### config.mk
export PLATFORM = sky130hd
export DESIGN_NAME = srdl2sv_b2r_arbiter_flat
export DESIGN_NICKNAME = d
export VERILOG_FILES = /design/src/rtl/srdl2sv_if_pkg.sv /design/src/rtl/srdl2sv_b2r_arbiter_if.sv /design/src/rtl/srdl2sv_b2r_arbiter.sv /design/src/flat_wrapper.sv
export SDC_FILE = /design/constraint.sdc
export NUM_CORES = 1
export LEC_CHECK = 0
export CAP_MARGIN = 0
export CORE_AREA = 2 2 109 111
export CTS_BUF_LIST = sky130_fd_sc_hd__clkbuf_2
export DETAILED_ROUTE_END_ITERATION = 10
export DIE_AREA = 0 0 111 113
export GPL_ROUTABILITY_DRIVEN = 1
export PLACE_DENSITY = 0.64
export SYNTH_ARGS = -nofsm -noshare
export SYNTH_HDL_FRONTEND = slang
export SYNTH_SLANG_ARGS = --single-unit
### constraint.sdc
create_clock -name HCLK -period 1.9 [get_ports HCLK]
set_input_delay 0.285 -clock HCLK [delete_from_list [all_inputs] [get_ports HCLK]]
set_output_delay 0.285 -clock HCLK [all_outputs]
set_load 0.005 [all_outputs]
### src/rtl/srdl2sv_if_pkg.sv
// Register-side request/response types shared by bus bridges, the arbiter and the register block.
package srdl2sv_if_pkg;
    typedef struct packed {
        logic        w_vld;
        logic        r_vld;
        logic [31:0] addr;
        logic [31:0] data;
        logic [3:0]  byte_en;
    } b2r_t;

    typedef struct packed {
        logic        rdy;
        logic        err;
        logic [31:0] data;
    } r2b_t;
endpackage

### src/rtl/srdl2sv_b2r_arbiter_if.sv
// Requester-side and register-side signals of the b2r arbiter; master is the arbiter, slave the environment.
interface srdl2sv_b2r_arbiter_if #(
    parameter int N_REQ = 2
);
    logic [N_REQ-1:0]    req_w_vld;
    logic [N_REQ-1:0]    req_r_vld;
    logic [N_REQ*32-1:0] req_addr;
    logic [N_REQ*32-1:0] req_data;
    logic [N_REQ*4-1:0]  req_byte_en;
    logic [N_REQ-1:0]    req_rdy;
    logic                req_err;
    logic [31:0]         req_rdata;
    srdl2sv_if_pkg::b2r_t b2r;
    srdl2sv_if_pkg::r2b_t r2b;
    logic [N_REQ-1:0]    grant;

    modport master (
        input  req_w_vld, req_r_vld, req_addr, req_data, req_byte_en, r2b,
        output req_rdy, req_err, req_rdata, b2r, grant
    );

    modport slave (
        output req_w_vld, req_r_vld, req_addr, req_data, req_byte_en, r2b,
        input  req_rdy, req_err, req_rdata, b2r, grant
    );
endinterface

### src/rtl/srdl2sv_b2r_arbiter.sv
// Round-robin arbiter sharing one b2r/r2b register port between N_REQ bridges,
// with a registered grant and a per-transaction watchdog that forces an error response.
module srdl2sv_b2r_arbiter #(
    parameter int N_REQ   = 2,
    parameter int TIMEOUT = 64,
    parameter int TO_W    = $clog2(TIMEOUT + 1)
) (
    input  logic                  HCLK,
    input  logic                  HRESETn,
    srdl2sv_b2r_arbiter_if.master bus
);
    localparam int PTR_W = (N_REQ > 1) ? $clog2(N_REQ) : 1;

    typedef enum logic {ARB_IDLE, ARB_BUSY} arb_state_t;

    arb_state_t           state, state_nxt;
    logic [N_REQ-1:0]     grant, grant_nxt;
    logic [N_REQ-1:0]     active, others;
    logic [PTR_W-1:0]     last_ptr, last_ptr_nxt, gidx;
    logic [TO_W-1:0]      wdog, wdog_nxt;
    srdl2sv_if_pkg::b2r_t sel;
    logic                 sel_act;

    // First set bit of mask searching last+1, last+2, ... modulo N_REQ
    function automatic logic [N_REQ-1:0] rr_pick(input logic [N_REQ-1:0] mask,
                                                 input logic [PTR_W-1:0] last);
        logic [N_REQ-1:0] oh;
        int               idx;
        oh = '0;
        for (int k = 1; k <= N_REQ; k++) begin
            idx = (int'(last) + k) % N_REQ;
            if (oh == '0 && mask[idx]) oh[idx] = 1'b1;
        end
        return oh;
    endfunction

    assign active    = bus.req_w_vld | bus.req_r_vld;
    assign others    = active & ~grant;
    assign bus.grant = grant;
    assign sel_act   = sel.w_vld | sel.r_vld;

    always_comb begin
        sel  = '0;
        gidx = '0;
        for (int i = 0; i < N_REQ; i++) begin
            if (grant[i]) begin
                sel.w_vld   = bus.req_w_vld[i];
                sel.r_vld   = bus.req_r_vld[i];
                sel.addr    = bus.req_addr[32*i +: 32];
                sel.data    = bus.req_data[32*i +: 32];
                sel.byte_en = bus.req_byte_en[4*i +: 4];
                gidx        = PTR_W'(i);
            end
        end
    end

    always_comb begin
        state_nxt     = state;
        grant_nxt     = grant;
        last_ptr_nxt  = last_ptr;
        wdog_nxt      = wdog;
        bus.b2r       = '0;
        bus.req_rdy   = '0;
        bus.req_err   = 1'b0;
        bus.req_rdata = '0;
        case (state)
            ARB_IDLE: begin
                if (|active) begin
                    grant_nxt = rr_pick(active, last_ptr);
                    wdog_nxt  = '0;
                    state_nxt = ARB_BUSY;
                end
            end
            ARB_BUSY: begin
                if (!sel_act) begin
                    // Owner withdrew mid-transaction: abandon it without a response
                    grant_nxt = '0;
                    wdog_nxt  = '0;
                    state_nxt = ARB_IDLE;
                end else if (bus.r2b.rdy) begin
                    bus.b2r       = sel;
                    bus.req_rdy   = grant;
                    bus.req_err   = bus.r2b.err;
                    bus.req_rdata = bus.r2b.data;
                    last_ptr_nxt  = gidx;
                    wdog_nxt      = '0;
                    if (|others) begin
                        grant_nxt = rr_pick(others, gidx);
                    end else begin
                        grant_nxt = '0;
                        state_nxt = ARB_IDLE;
                    end
                end else if (wdog == TO_W'(TIMEOUT - 1)) begin
                    bus.req_rdy  = grant;
                    bus.req_err  = 1'b1;
                    last_ptr_nxt = gidx;
                    wdog_nxt     = '0;
                    grant_nxt    = '0;
                    state_nxt    = ARB_IDLE;
                end else begin
                    bus.b2r  = sel;
                    wdog_nxt = wdog + TO_W'(1);
                end
            end
            default: state_nxt = ARB_IDLE;
        endcase
    end

    always_ff @(posedge HCLK or negedge HRESETn) begin
        if (!HRESETn) begin
            state    <= ARB_IDLE;
            grant    <= '0;
            last_ptr <= PTR_W'(N_REQ - 1);
            wdog     <= '0;
        end else begin
            state    <= state_nxt;
            grant    <= grant_nxt;
            last_ptr <= last_ptr_nxt;
            wdog     <= wdog_nxt;
        end
    end
endmodule

### src/flat_wrapper.sv
// flat-port wrapper written by rule: the top's interface ports become plain ports
module srdl2sv_b2r_arbiter_flat 
#(
    parameter int N_REQ   = 2,
    parameter int TIMEOUT = 64,
    parameter int TO_W    = $clog2(TIMEOUT + 1)
)
  (HCLK, HRESETn, bus_req_w_vld, bus_req_r_vld, bus_req_addr, bus_req_data, bus_req_byte_en, bus_r2b, bus_req_rdy, bus_req_err, bus_req_rdata, bus_b2r, bus_grant);
  srdl2sv_b2r_arbiter_if #(.N_REQ(N_REQ)) bus_i ();
  input  logic HCLK;
  input  logic HRESETn;
  input wire logic [$bits(bus_i.req_w_vld)-1:0] bus_req_w_vld;
  input wire logic [$bits(bus_i.req_r_vld)-1:0] bus_req_r_vld;
  input wire logic [$bits(bus_i.req_addr)-1:0] bus_req_addr;
  input wire logic [$bits(bus_i.req_data)-1:0] bus_req_data;
  input wire logic [$bits(bus_i.req_byte_en)-1:0] bus_req_byte_en;
  input wire logic [$bits(bus_i.r2b)-1:0] bus_r2b;
  output wire logic [$bits(bus_i.req_rdy)-1:0] bus_req_rdy;
  output wire logic [$bits(bus_i.req_err)-1:0] bus_req_err;
  output wire logic [$bits(bus_i.req_rdata)-1:0] bus_req_rdata;
  output wire logic [$bits(bus_i.b2r)-1:0] bus_b2r;
  output wire logic [$bits(bus_i.grant)-1:0] bus_grant;
  assign bus_i.req_w_vld = bus_req_w_vld;
  assign bus_i.req_r_vld = bus_req_r_vld;
  assign bus_i.req_addr = bus_req_addr;
  assign bus_i.req_data = bus_req_data;
  assign bus_i.req_byte_en = bus_req_byte_en;
  assign bus_i.r2b = bus_r2b;
  assign bus_req_rdy = bus_i.req_rdy;
  assign bus_req_err = bus_i.req_err;
  assign bus_req_rdata = bus_i.req_rdata;
  assign bus_b2r = bus_i.b2r;
  assign bus_grant = bus_i.grant;
  srdl2sv_b2r_arbiter #(.N_REQ(N_REQ), .TIMEOUT(TIMEOUT), .TO_W(TO_W)) u_core (.HCLK(HCLK), .HRESETn(HRESETn), .bus(bus_i));
endmodule
Word level (Yosys, flattened, before mapping)
Index checks and enable logic that the tools add are counted.

Memories: 0. Bits in registers: 11. Logic and storage cells: 111. RAM bits: 0. Bits in latches: 0. Memory bits (read-only): 0. Input port bits: 176.

Order comparisons: 8. $mul: 0. Shifts and indexed selects: 0. Multiplexer cells: 67. Bitwise operators: 11. Eq/ne operators: 3. Add/subtract/negate cells: 5. Div/mod/pow operators: 0. Reduce and logical (&&, ||, !) cells: 13.

Operator list (count): $mux 70 (6); $mux 32 (3); $mux 2 (19); $mux 1 (28); $mux 7 (4); $pmux 7 s2 (1); $lt 2x3->1 const B (4); $ge 2x1->1 const B (4); $add 7x1->7 const B (1); $eq 7x6->1 const B (1); $logic_and 1x1->1 (6); $or 2x2->2 (3); $add 1x1->1 const B (4); $and 1x1->1 const A (4); $demux 1 s1 (4); $logic_not 2->1 (2); $ne 4x4->1 const B (1); $pmux 2 s2 (1); $reduce_or 2->1 (2); $reduce_and 3->1 (1); $and 2x2->2 (1); $ne 2x1->1 const B (1); $not 2->2 (1); $pmux 1 s2 (1); 4 further kinds (4).

Logic depth before layout (Yosys ltp)
Gate-level depths: netlist of run 1.

Word-level depth: 19. Mapped depth: 8.

Worst setup path after synthesis of run 1
No wires, ideal clock.

Kind: reg-to-output. Start: reg u_core.wdog[0]. End: out bus_b2r[58]. Data arrival time: 1.561 ns. Buffers on the path: 3. Slack: 0.054 ns. Stages on the path, launching flop included: 9. Path through: dfrtp_1 -> ha_1 -> nand3_2 -> o41ai_2 -> nand2b_1 -> buf_2 -> buf_6 -> buf_6 -> nor2_1.

Word-level cells in the longest chain between the ends: 5.

Ends and longest elaborated chain: from (decl) (RTL line srdl2sv_b2r_arbiter.sv:20) `logic [TO_W-1:0] wdog, wdog_nxt;`; from (signal assigned) (RTL line srdl2sv_b2r_arbiter.sv:119) `wdog <= wdog_nxt;`; $eq 7x6->1 (RTL line srdl2sv_b2r_arbiter.sv:93) `end else if (wdog == TO_W'(TIMEOUT - 1)) begin`; $mux 70 (RTL line srdl2sv_b2r_arbiter.sv:93); $mux 70 (RTL line srdl2sv_b2r_arbiter.sv:80) `end else if (bus.r2b.rdy) begin`; $mux 70 (RTL line srdl2sv_b2r_arbiter.sv:75) `if (!sel_act) begin`; $mux 70 (RTL line srdl2sv_b2r_arbiter.sv:66) `case (state)`; to (decl) (RTL line flat_wrapper.sv:21) `output wire logic [$bits(bus_i.b2r)-1:0] bus_b2r;`.

Every way passes these cells.

Worst setup path in the final report of run 1
Start: reg u_core.wdog[1]. End: out bus_b2r[49].

The elaborated chain is that of the path after synthesis.

==> results of run 1 <==
[through the flow]
step,total power [mW],cells,cell area (um^2)
floorplan,1.87,280,1850
global placement,3.45,705,4940
detailed placement,3.50,705,4940
CTS,5.24,755,5580
global route,6.29,765,5970
finish,5.95,765,5970
[power breakdown]
| part | switching (mW) | internal [mW] |
|---|---|---|
| registers | 0.0409 | 0.290 |
| clock network | 0.0914 | 0.0558 |
| logic | 2.37 | 3.10 |
[cell usage after synthesis (2+ instances only)]
master	number
sky130_fd_sc_hd__and2_1	32
sky130_fd_sc_hd__a21oi_1	3
sky130_fd_sc_hd__o21ai_0	2
sky130_fd_sc_hd__o211ai_1	2
sky130_fd_sc_hd__o22ai_1	3
sky130_fd_sc_hd__nand3_1	5
sky130_fd_sc_hd__buf_2	9
sky130_fd_sc_hd__nor2_1	73
sky130_fd_sc_hd__a31oi_1	2
sky130_fd_sc_hd__nor3_1	3
sky130_fd_sc_hd__a22oi_1	69
sky130_fd_sc_hd__dfrtp_1	10
sky130_fd_sc_hd__buf_6	6
sky130_fd_sc_hd__nand2_1	12
sky130_fd_sc_hd__clkbuf_1	15
sky130_fd_sc_hd__inv_1	5
sky130_fd_sc_hd__nor2b_1	4
[routing by layer]
layer | track usage | wire length, um
met2 | 0.384 | 7390
met4 | 0.0450 | 182
met1 | 0.220 | 5180
met5 | 0 | 0
met3 | 0.0380 | 880
[cell families (layout without fill, tap and decap cells)]
| kind of cell | after synthesis | after routing | share of synthesized area |
|---|---|---|---|
| multiplexers | 1 | 1 | 0.00610 |
| AND/OR/NAND/NOR | 137 | 140 | 0.349 |
| adder cells (fa/ha/maj) | 1 | 1 | 0.00678 |
| AO/OA/AOI/OAI | 93 | 93 | 0.380 |
| buffers and inverters | 37 | 376 | 0.108 |
| flip-flops | 11 | 11 | 0.150 |
[cell type report]
class                           instances  area share
Tap cell                              143      0.0300
Clock buffer                            4     0.00335
Sequential cell                        11      0.0465
Timing Repair Buffer                  367       0.610
Inverter                                5     0.00377
Multi-Input combinational cell        235       0.306
[worst max path at each step]
| stage | to | slack (ps) | cells past startpoint |
|---|---|---|---|
| 2_1_floorplan | bus_b2r[58] | 50 | 8 |
| 3_3_place_gp | bus_b2r[62] | -570 | 7 |
| 3_5_place_dp | bus_req_rdata[5] | -600 | 6 |
| 4_1_cts | bus_b2r[35] | -440 | 10 |
| 5_1_grt | bus_b2r[49] | -540 | 10 |
| 6_report | bus_b2r[49] | -420 | 10 |
[what timing repair did]
item	in CTS	in global routing
gates resized for setup	521	98
buffers inserted	34	13
hold buffers	0	0
endpoints found under the setup margin	106	106
gates cloned	13	2
pin swaps	62	30
[flip-flops by register name, indices dropped and copies added, names as in the netlist]
name,count
u_core.state,1
u_core.wdog,7
u_core.last_ptr,1
u_core.bus.grant,2
[worst reg2reg max path: cells and delay by family, from the launching register on]
family | cells | cell delay [ps]
buffers and inverters | 4 | 560
and+or+nand+nor | 2 | 300
AOI/OAI and AO/OA | 1 | 280
muxes | 1 | 260
adders and majority gates | 1 | 210
DFF | 1 | 370
==> summary.txt, run 1 <==
Run status
  – Run status: finished with violations
  – Violations in the final reports: setup timing

Layout
  – Commonest cells after routing, fill and taps aside: 172 x sky130_fd_sc_hd__clkdlybuf4s50_1, 67 x sky130_fd_sc_hd__a22oi_1, 58 x sky130_fd_sc_hd__buf_2, 57 x sky130_fd_sc_hd__buf_6, 39 x sky130_fd_sc_hd__buf_4
  – Commonest non-fill, non-tap cell in the layout: sky130_fd_sc_hd__clkdlybuf4s50_1
  – Relative area change from synthesis to final layout: 223%
  – Post-Route Utilization: 0.529
  – Number of diodes added for antenna fixing: 0
  – Fraction of layout cells with a size suffix above 1: 0.466
  – Storage element area: 278 um^2
  – Multi-input combinational cell area: roughly 1800 um^2
  – Final Net Count: 800
  – Layout filler cell count: approximately 1100

Placement
  – Minimum setup slack after placement: -601 ps
  – Detailed placer's ending HPWL: a little over 9000 um
  – Final weighted congestion of routability-driven global placement: approximately 0.85
  – PortBufs: approximately 280

Logic synthesis
  – Flop and latch count out of synthesis: 11
  – Cell type with the highest aggregate area in the netlist: sky130_fd_sc_hd__a22oi_1
  – Cell Area, Synth: ~1800 um^2
  – Post-synth top area share: 0.281
  – Leading cell types by total area after synthesis: sky130_fd_sc_hd__a22oi_1 28%, sky130_fd_sc_hd__nor2_1 15%, sky130_fd_sc_hd__dfrtp_1 14%
  – Number of warnings printed during yosys synthesis: 0
  – Post-Synthesis Net Count: about 460
  – Mean instance size in the synthesized netlist: between 6 and 7 um^2
  – Post-Syn Instances: 280
  – Proportion of synthesized flip-flops having asynchronous set or reset: 1.00
  – Sequential element share of the synthesized area: 0.150
  – Number of enable flip-flop cells after synthesis: 0
  – Main synth FF type: sky130_fd_sc_hd__dfrtp_1
  – Number of library cell types mapped by synthesis: 42

Clock network
  – Number of buffers on the longest clock path: 2
  – Clock insertion delay at the later pin of the skew report: around 280 ps
  – Total number of clock tree sinks: 11
  – Clock transition at the registers of the reported paths: ~120 ps
  – Root Driver: sky130_fd_sc_hd__clkbuf_2
  – TritonCTS Buffers: 3
  – CTS tree: done
  – H-tree lvl count: 1

Setup path
  – Nature of the critical path startpoint: register
  – Worst EP arrival: ~2000 ps
  – CP cell instances: ha_2 -> nand3_4 -> o41ai_4 -> nand2b_4 -> buf_12 -> buf_12 -> buf_16 -> buf_8 -> nor2_1 -> buf_2
  – Classification of the worst setup path: reg2out
  – Most frequent CP cell: sky130_fd_sc_hd__buf_12
  – Reg2Reg Depth: 9
  – Maximum fanout encountered on the critical timing path: 5
  – Worst setup path startpoint: u_core.wdog[1]
  – Crit path max-delay family: buffers and inverters
  – Worst reg2reg setup slack: -140 ps
  – Type of element capturing the critical path: primary output
  – Req. time, crit path: between 1500 and 2000 ps
  – End of the worst register-to-register path: u_core.last_ptr
  – Launch instance of the worst register-to-register path: u_core.wdog[1]
  – Slowest stage delay, CP: ~370 ps
  – Max stage delay cell, worst path: sky130_fd_sc_hd__dfrtp_1
  – CP bufs+invs: 5

Routing
  – Number of nets with antenna violations after routing: 0
  – Via count normalized by instance count: around 4.7
  – Post-detailed-routing wire length: 13600 um
  – Total via count in the routed design: 3563
  – DR WL/cell: 17.8 um
  – Count of unresolved DRC violations after routing: 0
  – DR pass1 iterations: 4
  – Initial DRC Count: about 130

Global route
  – Wire length of the first global-routing pass: about 20000 um
  – Maximum number of pins on one net before global-route repair: 50
  – Leftover overflow at the end of global routing: 0
  – Number of global-route vias before repair: 3720
  – All-Layer GR Usage: 0.197
  – Number of antenna violations at the first check in global routing: 0

Floorplan
  – Io pins: between 200 and 300
  – Starting density of the core: 0.164
  – Rows: 39
  – Area of the core: approximately 11000 um^2
  – X dimension of the die: 111 um
  – Area of the die: between 10000 and 15000 um^2
  – Height of the die: about 110 um

STA
  – Post-route clock skew: between 7 and 8 ps
  – Final setup violation count: approximately 100
  – Pins over their slew limit: 0
  – Clock period minus final worst setup slack: ~2300 ps
  – Final setup margin: -417 ps
  – Worst slew pin tran: between 500 and 600 ps
  – Highest attainable clock frequency: ~0.43 GHz
  – Final hold vios: 0
  – Share of the clock period used by the worst path: 1.22
  – Unrepaired setup endpoints after global routing: true
  – Summed negative setup slack over all endpoints: -26930 ps
  – Worst hold-check slack: ~330 ps
  – Slew Limit Headroom: 0.654

Power
  – Leakage Power: 2.56 nW
  – Highest ir drop seen on vdd: roughly 520 uV
  – PD cells: 996 nW/um^2

Hold path
  – Worst hold path class: in2async

Flow run
  – Maximum Capacitance Violations: 0
No activity file was read; power rests on OpenSTA's default activity.
==> inputs of run 2 (changes only) <==
--- a/config.mk
+++ b/config.mk
@@ -6,12 +6,12 @@
 export NUM_CORES = 1
 export LEC_CHECK = 0
 export CAP_MARGIN = 0
-export CORE_AREA = 2 2 109 111
+export CORE_MARGIN = 10
+export CORE_UTILIZATION = 21
 export CTS_BUF_LIST = sky130_fd_sc_hd__clkbuf_2
 export DETAILED_ROUTE_END_ITERATION = 10
-export DIE_AREA = 0 0 111 113
 export GPL_ROUTABILITY_DRIVEN = 1
-export PLACE_DENSITY = 0.64
+export PLACE_DENSITY = 0.79
 export SYNTH_ARGS = -nofsm -noshare
 export SYNTH_HDL_FRONTEND = slang
 export SYNTH_SLANG_ARGS = --single-unit
==> run 2 against run 1 <==
Against the previous run: the flow still finishes with violations (setup timing); non-clock buffer count is 1 lower; final area hardly changed; global-route usage is 0.96 points higher; sequential share of layout area hardly changed; clock-buffer cell count stayed put; die area is 3.1% higher; maximum frequency is 0.88% lower; flip-flop and latch count stayed put; first-iteration DRC count is 81% higher; critical endpoint is now bus_b2r[43]; largest cell class unchanged; largest power group unchanged.
==> summary.txt, run 2 (same netlist as run 1, synthesis figures left out) <==
STA
  – Worst slew pin tran: 518 ps (+0.250 ps)
  – Unrepaired setup endpoints after global routing: true
  – Post-route clock skew: 3.94 ps (-3.97 ps)
  – Final setup margin: -438 ps (-20.5 ps)
  – Pins over their slew limit: 0 (unchanged)
  – Share of the clock period used by the worst path: 1.23 (+0.0108)
  – Final setup violation count: 104 (unchanged)
  – Worst hold-check slack: 343 ps (+16.3 ps)
  – Slew Limit Headroom: 0.653 (about the same)
  – Final hold vios: 0 (unchanged)
  – Summed negative setup slack over all endpoints: -26020 ps (+915 ps)
  – Clock period minus final worst setup slack: 2340 ps (+20.5 ps)
  – Highest attainable clock frequency: 0.428 GHz (-0.88%)

Floorplan
  – Io pins: 283 (unchanged)
  – Area of the core: 8640 um^2 (-23%)
  – Starting density of the core: 0.214 (+0.0500)
  – Area of the die: 12900 um^2 (+3.1%)
  – X dimension of the die: 114 um (+2.5%)
  – Height of the die: 114 um (+0.66%)
  – Rows: 34 (-13%)

Clock network
  – CTS tree: done
  – Root Driver: sky130_fd_sc_hd__clkbuf_2
  – H-tree lvl count: 1 (unchanged)
  – Total number of clock tree sinks: 11 (unchanged)
  – TritonCTS Buffers: 3 (unchanged)
  – Number of buffers inserted for hold repair after clock tree synthesis: 0 (unchanged)
  – Clock transition at the registers of the reported paths: 120 ps (about the same)
  – Clock insertion delay at the later pin of the skew report: 270 ps (about the same)
  – Number of buffers on the longest clock path: 2 (unchanged)

Power
  – Highest ir drop seen on vdd: 550 uV (+5.6%)
  – NetSw: 2.59 mW (+3.4%)
  – Power share of the sequential group: 0.057 (about the same)
  – Part of the power in the clock network: 0.024 (about the same)
  – Tot Pwr: 5.89 mW (-0.99%)
  – Fraction of power consumed by combinational cells: 0.919 (about the same)
  – Sw Ratio: 0.440 (+0.0188)
  – Design internal power: 3.30 mW (-4.2%)
  – Leakage Power: 2.53 nW (-1.1%)
  – PD cells: 986 nW/um^2 (-0.97%)

Placement
  – Detailed placer's ending HPWL: 11000 um (+21%)
  – Final weighted congestion of routability-driven global placement: 0.860 (+0.91%)
  – Cell Count Post-Placement: 669 (-5.1%)
  – PortBufs: 282 (unchanged)
  – Minimum setup slack after placement: -628 ps (-26.8 ps)
  – Area of placed instances: 4890 um^2 (-1.0%)

Global route
  – Wire length of the first global-routing pass: 21600 um (+8.2%)
  – Number of global-route vias before repair: 3646 (-2.0%)
  – Leftover overflow at the end of global routing: 0 (unchanged)
  – All-Layer GR Usage: 0.206 (+0.00958)
  – Number of antenna violations at the first check in global routing: 0 (unchanged)
  – Maximum number of pins on one net before global-route repair: 51 (+2.0%)

Hold path
  – Worst hold path class: in2async

Routing
  – Initial DRC Count: 233 (+81%)
  – Total via count in the routed design: 3629 (+1.9%)
  – DR pass1 iterations: 5 (+1)
  – DR WL/cell: 22.0 um (+24%)
  – Post-detailed-routing wire length: 16100 um (+18%)
  – Via count normalized by instance count: 4.98 (+6.9%)
  – Count of unresolved DRC violations after routing: 0 (unchanged)
  – Number of nets with antenna violations after routing: 0 (unchanged)

Setup path
  – Max stage delay cell, worst path: sky130_fd_sc_hd__dfrtp_1
  – Crit path max-delay family: buffers and inverters
  – Most frequent CP cell: sky130_fd_sc_hd__buf_6
  – Worst EP arrival: 2050 ps (+20 ps)
  – Maximum fanout encountered on the critical timing path: 7 (+2)
  – Slowest stage delay, CP: 410 ps (+40 ps)
  – CP cell instances: ha_4 -> nand3_4 -> o41ai_4 -> nand2b_4 -> buf_12 -> buf_6 -> buf_16 -> buf_6 -> nor2_2 -> buf_2
  – CP bufs+invs: 5 (unchanged)
  – Req. time, crit path: 1620 ps (about the same)
  – Nature of the critical path startpoint: register
  – Type of element capturing the critical path: primary output
  – Classification of the worst setup path: reg2out

Layout
  – Relative area change from synthesis to final layout: 223% (about the same)
  – Summed area of non-filler cells in the final layout: 5970 um^2 (about the same)
  – Number of diodes added for antenna fixing: 0 (unchanged)
  – Biggest regs: u_core.wdog: 7 flops, u_core.bus.grant: 2 flops
  – Commonest non-fill, non-tap cell in the layout: sky130_fd_sc_hd__clkdlybuf4s50_1
  – Fraction of layout cells with a size suffix above 1: 0.464 (-0.00247)
  – Post-Route Utilization: 0.691 (+0.161)
  – Max FFs per register: 7 (unchanged)
  – Final Net Count: 799 (-0.13%)
  – Largest Register: u_core.wdog
  – Non-Filler Instances: 729 (-4.7%)
  – Commonest cells after routing, fill and taps aside: 173 x sky130_fd_sc_hd__clkdlybuf4s50_1, 77 x sky130_fd_sc_hd__buf_6, 68 x sky130_fd_sc_hd__a22oi_1, 40 x sky130_fd_sc_hd__nor2_4, 40 x sky130_fd_sc_hd__buf_2

Run status
  – Run status: finished with violations
  – Violations in the final reports: setup timing

Flow run
  – Maximum Capacitance Violations: 0 (unchanged)
-- run 2: power by group through the flow --
| stage | Combinational [mW] | Sequential, mW | Clock (mW) |
|---|---|---|---|
| final | 5.41 | 0.334 | 0.141 |
| after global routing | 5.71 | 0.338 | 0.166 |
| after CTS | 4.03 | 0.335 | 0.143 |
| after detailed placement | 3.21 | 0.327 | 0 |
| after global placement | 3.16 | 0.326 | 0 |
| after floorplan | 1.54 | 0.328 | 0 |
-- run 2: path summary, 6_finish.rpt --
check                                 startpoint             endpoint  slack, ps  cells past startpoint
worst max-delay path              u_core.wdog[0]          bus_b2r[43]       -440                     10
worst min-delay path                     HRESETn         u_core.state        340                      1
worst max register to register    u_core.wdog[0]      u_core.last_ptr        -50                      8
worst min register to register    u_core.wdog[6]       u_core.wdog[6]        590                      1
max in group asynchronous                HRESETn  u_core.bus.grant[1]       1180                      1
min in group HCLK               bus_req_r_vld[1]  u_core.bus.grant[1]        580                      4
-- run 2: worst register-to-register path, cell delays in order, from the launching register on --
cell and delay, ps:
sky130_fd_sc_hd__dfrtp_1 410, sky130_fd_sc_hd__ha_4 160, sky130_fd_sc_hd__nand3_4 100, sky130_fd_sc_hd__buf_6 140, sky130_fd_sc_hd__o31a_1 280, sky130_fd_sc_hd__nand3b_1 240
sky130_fd_sc_hd__buf_6 170, sky130_fd_sc_hd__buf_6 110, sky130_fd_sc_hd__mux2_4 280
-- run 2: final cells by class --
| cell class | count | area, um^2 |
|---|---|---|
| timing repair buffer | 366 | 3640 |
| fill | 674 | 2670 |
| multi-input combinational | 235 | 1870 |
| sequential | 11 | 278 |
| tap | 108 | 135 |
| clock buffer | 4 | 20.0 |
| inverter | 5 | 18.8 |
-- run 2: per-layer routing --
layer	track usage	up-vias	share of wire
met5	0	-	0
met4	0.0389	0	0.011
met3	0.0493	16	0.082
met2	0.383	186	0.54
met1	0.233	1726	0.36
li1	-	1701	-
-- run 2: repair_timing --
action                                  in CTS  in global routing
buffers inserted                            36                 15
cloned                                       7                  6
pin swaps                                   20                 56
endpoints found under the setup margin     106                108
resized for setup                          420                216
==> inputs of run 3 (changes only) <==
--- a/config.mk
+++ b/config.mk
@@ -5,6 +5,7 @@
 export SDC_FILE = /design/constraint.sdc
 export NUM_CORES = 1
 export LEC_CHECK = 0
+export ABC_CLOCK_PERIOD_IN_PS = 1900
 export CAP_MARGIN = 0
 export CORE_MARGIN = 10
 export CORE_UTILIZATION = 21
==> results of run 3 <==
Final layout, timing and power as in run 2 (identical DEF).
